[src/rtl/hamming_dec_pipe.sv]
// hamming_dec_pipe: 2-stage Hamming SEC decoder with saturating counters; define HAMMING_SECDED_EN for SECDED via in_pext
module hamming_dec_pipe #(
  parameter int R = 3,
  parameter int CNT_W = 16
) (
  input  logic              clk,
  input  logic              rst_n,
  input  logic              in_valid,
  output logic              in_ready,
  input  logic [2**R-2:0]   in_code,
`ifdef HAMMING_SECDED_EN
  input  logic              in_pext,
`endif
  output logic              out_valid,
  input  logic              out_ready,
  output logic [2**R-R-2:0] out_data,
  output logic [R-1:0]      out_syn,
  output logic              out_err,
  output logic              out_uncorr,
  input  logic              clr_cnt,
  output logic [CNT_W-1:0]  corr_cnt,
  output logic [CNT_W-1:0]  uncorr_cnt
);
  localparam int N = 2**R-1;
  localparam int K = N-R;
  logic started, s1_valid, s1_par, par, fix, uncorr, s2_can_load, xfer;
  logic [N-1:0] s1_code;
  logic [R-1:0] syn, s1_syn;
  logic [K-1:0] data;
  assign s2_can_load = !out_valid || out_ready;
  assign in_ready = started && (!s1_valid || s2_can_load);
  assign xfer = out_valid && out_ready;
  always_comb begin
    syn = '0;
    for (int p = 1; p <= N; p++) syn ^= in_code[p-1] ? R'(p) : R'(0);
  end
`ifdef HAMMING_SECDED_EN
  assign par = ^in_code ^ in_pext;
  assign uncorr = (s1_syn != '0) && !s1_par;
`else
  assign par = syn != '0;
  assign uncorr = 1'b0;
`endif
  assign fix = (s1_syn != '0) && s1_par;
  always_comb begin
    int j;
    j = 0;
    data = '0;
    for (int p = 1; p <= N; p++) begin
      if ((p & (p-1)) != 0) begin
        data[j] = s1_code[p-1] ^ (fix && s1_syn == R'(p));
        j++;
      end
    end
  end
  always_ff @(posedge clk or negedge rst_n) begin
    if (!rst_n) begin
      started <= 1'b0;
      s1_valid <= 1'b0;
      s1_code <= '0;
      s1_syn <= '0;
      s1_par <= 1'b0;
    end else begin
      started <= 1'b1;
      if (in_ready) begin
        s1_valid <= in_valid;
        if (in_valid) begin
          s1_code <= in_code;
          s1_syn <= syn;
          s1_par <= par;
        end
      end
    end
  end
  always_ff @(posedge clk or negedge rst_n) begin
    if (!rst_n) begin
      out_valid <= 1'b0;
      out_data <= '0;
      out_syn <= '0;
      out_err <= 1'b0;
      out_uncorr <= 1'b0;
    end else if (s2_can_load) begin
      out_valid <= s1_valid;
      if (s1_valid) begin
        out_data <= data;
        out_syn <= s1_syn;
        out_err <= s1_par;
        out_uncorr <= uncorr;
      end
    end
  end
  always_ff @(posedge clk or negedge rst_n) begin
    if (!rst_n) begin
      corr_cnt <= '0;
      uncorr_cnt <= '0;
    end else if (clr_cnt) begin
      corr_cnt <= '0;
      uncorr_cnt <= '0;
    end else begin
      if (xfer && out_err && !(&corr_cnt)) corr_cnt <= corr_cnt + CNT_W'(1);
      if (xfer && out_uncorr && !(&uncorr_cnt)) uncorr_cnt <= uncorr_cnt + CNT_W'(1);
    end
  end
endmodule

[config.mk]
export PLATFORM = sky130hd
export DESIGN_NAME = hamming_dec_pipe
export DESIGN_NICKNAME = d
export VERILOG_FILES = /design/src/rtl/hamming_dec_pipe.sv
export SDC_FILE = /design/constraint.sdc
export NUM_CORES = 1
export LEC_CHECK = 0
export CORE_ASPECT_RATIO = 0.7
export CORE_UTILIZATION = 45
export DETAILED_ROUTE_END_ITERATION = 8
export PLACE_DENSITY = 0.74
export SYNTH_ARGS = -nofsm -noshare
export SYNTH_HDL_FRONTEND = slang
export SYNTH_SLANG_ARGS = --single-unit
[constraint.sdc]
create_clock -name clk -period 2.9 [get_ports clk]
set_input_delay 0.29 -clock clk [delete_from_list [all_inputs] [get_ports clk]]
set_output_delay 0.29 -clock clk [all_outputs]
set_load 0.02 [all_outputs]
== After elaboration in Yosys (flattened, before gate mapping) ==
Cells that the tools add are included.
Word-level totals
  flip-flop bits (word level): 54
  word-level logic and storage cells: 56
Operators by class
  $add $sub $neg: 1
  eq/ne operators: 4
  mux-type cells: 10
  bitwise operators: 10
  reduce and logical (&&, ||, !) cells: 20
Operators by type and width (count)
  16-bit 2-to-1 mux: 3
  16-bit by 1-bit adder with 16-bit output, second input constant: 1
  16-bit AND reduction: 1
  3-bit 2-to-1 mux: 4
  3-bit == test, second input constant: 3
  1-bit logical AND: 9
  3-bit bitwise XOR: 3
  3-bit nonzero test: 2
  2-bit 2-to-1 mux: 2
  2-bit AND reduction: 2
  1-bit bitwise XOR: 4
  3-bit by 2-bit == test with 1-bit output, second input constant: 1
  1-bit zero test: 3
  2-bit by 3-bit bitwise XOR with 3-bit output: 1
  1-bit logical OR: 2
  2-bit nonzero test: 1
  1-bit by 2-bit bitwise XOR with 2-bit output: 1
  2-bit bitwise XOR: 1
  1-bit 2-to-1 mux: 1

== Depth between registers and ports, before layout ==
  depth after elaboration: 8
  mapped depth: 5

== Least setup slack after synthesis ==
Ideal clock, no wire load.
  path type: reg-to-reg
  start point: register corr_cnt[3]
  end point: register corr_cnt[11]
  library setup time: 0.078 ns
  arrival time: 1.798 ns
  required time: 2.822 ns
  setup slack: 1.024 ns
  cell stages (with the launch flop): 5
  path buffers: 0
  period minus slack after synthesis: 1.876 ns
  cells stage by stage: dfrtp_1 > nand4_4 > or4_4 > or4_1 > a21oi_1
Between the ends
  cells in the longest elaborated chain, start to end: 4
RTL lines
  start: declaration: RTL line 21  | output logic [CNT_W-1:0] corr_cnt,
  start signal: assignment: RTL line 100  | if (xfer && out_err && !(&corr_cnt)) corr_cnt <= corr_cnt + CNT_W'(1);
  branches (longest 4 deep; another with 16-bit by 1-bit adder with 16-bit output)
Parallel ways; which one is timed is not known. The select of a mux whose other input is x is not followed.
A chain may end at the register's enable or synchronous reset.

== Worst setup path in the final report ==
  start point: register corr_cnt[9]
  end point: register corr_cnt[4]
Between the ends
  cells in the longest elaborated chain, start to end: 4
RTL lines (RTL line)
  16-bit AND reduction: 100
  1-bit zero test: 100
  1-bit logical AND: 100
  2-bit nonzero test (no line)
No other way between the ends.

==> results.json <==
{
  "first_pass_iters": 4,
  "hold_viol": 0,
  "ctsHtreeMaxLevel": 2,
  "hold_path.class": "input port to asynchronous set/reset pin",
  "max_slew_margin_pct": 35.2,
  "yosys-top-cells-count": "dfrtp_1, buf_4, a21oi_1, nand2_1, o21ai_0",
  "dieArea_um2": 4510,
  "grt_remaining_overflow": 0,
  "r2r-start": "corr_cnt[9]$_DFFE_PN0P_",
  "p_per_area_nw_per_um2": 571,
  "gp_congestion": 0.762,
  "critical_path_class": "flip-flop to flip-flop",
  "drc": 0,
  "cts_resized": 0,
  "ctsHoldBuffers": 0,
  "synth_cell_type_count": 38,
  "yosysWarningCount": 0,
  "synth_top_area_cell": "dfrtp_1",
  "grt_start_max_net_pins": 36,
  "synth_area_um2": 1910,
  "worst_pin_slew_ps": 963,
  "viasPerCell": 5.31,
  "fillers": 348,
  "fin_nets": 244,
  "io_buffers": 37,
  "clk_pin_slew_ps": 80,
  "fmax_ghz": 0.486,
  "grt_pass1_vias": 1405,
  "synth.top_cell.area_share_pct": 45.9,
  "fp-row-count": 19,
  "max-clock-path-buffers": 2,
  "drtIter0Drc": 153,
  "cts_buffers": 5,
  "seq_area_frac_synth_pct": 45.9,
  "path_max_fanout": 7,
  "run_status": "complete, no violations",
  "final_area_um2": 2350,
  "synth_area_leaders": "dfrtp_1, buf_4, mux2_2",
  "power.static_leakage_uw": 0.000932,
  "via_count": 1507,
  "ir_drop_mv": 0.406,
  "timing.hold.ws_ps": 402,
  "area_growth_syn_to_layout_pct": 23.1,
  "die_w_um": 79.8,
  "final_util_pct": 58.8,
  "place_area_um2": 2260,
  "final_antenna_net_count": 0,
  "crit_path_start_kind": "flip-flop",
  "antenna_cells": 0,
  "cts.sinks": 35,
  "post-cts-setup-buffers": 0,
  "synth-main-ff-cell": "dfrtp_1",
  "grt_pass1_wl_um": 6540,
  "period_minus_slack_ps": 2060,
  "cp.arrival_ps": 2190,
  "synth_most_common_cell": "dfrtp_1",
  "drive_gt1_share_pct": 9.91,
  "dp_hpwl_um": 2750,
  "synthArstFlopShare_pct": 100,
  "antenna_found_initial": 0,
  "design_power_total_uw": 1340,
  "cp.required_ps": 3040,
  "grt_usage_pct": 19.3,
  "crit_start": "corr_cnt[9]$_DFFE_PN0P_",
  "syn_inst": 191,
  "io_pins": 55,
  "wl_per_cell_um": 13.3,
  "start_util_pct": 47.7,
  "grt_setup_unrepaired": "no",
  "synth_seq_cells": 35,
  "fin_crit_sh_pct": 70.9,
  "die_h_um": 56.5,
  "finClkSkew_ps": 12.3,
  "cts_tree": "done",
  "finalSetupViolations": 0,
  "drv_slew": 0,
  "design.core.area_um2": 3990,
  "root_buffer": "clkbuf_8",
  "end_kind": "flip-flop",
  "setup_tns_ps": 0,
  "avgSynthCellArea_um2": 9.98,
  "totalWireLength_um": 3780,
  "synth-edff-count": 0,
  "clock_latency_ps": 300,
  "maxCapViolCount": 0
}
state kept, by name (all words and copies together), names as in the netlist:
name,flops
out_data,4
out_valid,1
s1_syn,3
s1_valid,1
s1_code,4
out_syn,3
s1_par,1
corr_cnt,16
out_err,1
started,1
cells by family after synthesis:
logic type,synth area share (%)
xor gates and xnor gates,5.51
other,0.394
buffers and inverters,8.92
muxes,5.84
DFF,45.9
adders and majority gates,0.656
AOI/OAI and AO/OA,12.3
and+or+nand+nor,20.5
critical path, stage by stage, from the launching register on:
cell     delay [ps]
dfrtp_1         450
nand4_1         300
nor4_1          880
or4_1           210
a21oi_1          60
cell usage in the layout, fill, tap and decap left out, types with 5 or more instances in the layout:
cell	count
o21ai_0	12
dfrtp_1	35
o31ai_1	8
conb_1	18
clkbuf_8	5
or4_1	7
a21oi_1	15
mux2_2	9
nor2_1	6
xnor2_1	5
nand3_1	7
nand2_1	15
xor2_1	7
nor4_1	5
clkdlybuf4s50_1	37
final timing paths:
| check | to | slack, ps | cells after the start |
|---|---|---|---|
| max | corr_cnt[4]$_DFFE_PN0P_ | 840 | 4 |
| min | out_data[3]$_DFFE_PN0P_ | 400 | 2 |
| max reg2reg | corr_cnt[4]$_DFFE_PN0P_ | 840 | 4 |
| min reg2reg | out_data[1]$_DFFE_PN0P_ | 480 | 2 |
| max in group asynchronous | corr_cnt[5]$_DFFE_PN0P_ | 2180 | 2 |
| min in group clk | out_data[1]$_DFFE_PN0P_ | 480 | 2 |
layout make-up:
class | instances | area [um^2] | area share, %
Clock buffer | 6 | 72.6 | 3.09
Clock inverter | 2 | 12.5 | 0.533
Inverter | 4 | 15.0 | 0.640
Multi-Input combinational cell | 146 | 921 | 39.2
Sequential cell | 35 | 876 | 37.3
Tap cell | 52 | 65.1 | 2.77
Timing Repair Buffer | 39 | 385 | 16.4
metrics by stage:
stage | cells | setup slack [ps]
final | 284 | 844
after global routing | 284 | 669
after CTS | 284 | 857
after detailed placement | 276 | 717
after global placement | 276 | 807
after floorplan | 207 | 1020
routing by layer:
metal  track usage (%)  vias up  part of all wire, %
met4              10.7        0                  1.9
met3              3.90        7                  3.4
li1                  -      737                    -
met1              26.9      727                   50
met5                 0        -                    0
met2              28.0       36                   45
power breakdown:
group	total, uW	leakage (uW)	internal, uW	switching, uW
logic	366	0.000442	178	188
clock network	344	0.0000412	168	176
registers	630	0.000449	567	63.5
total	1340	0.000932	913	427
No activity file was read; power rests on OpenSTA's default activity.
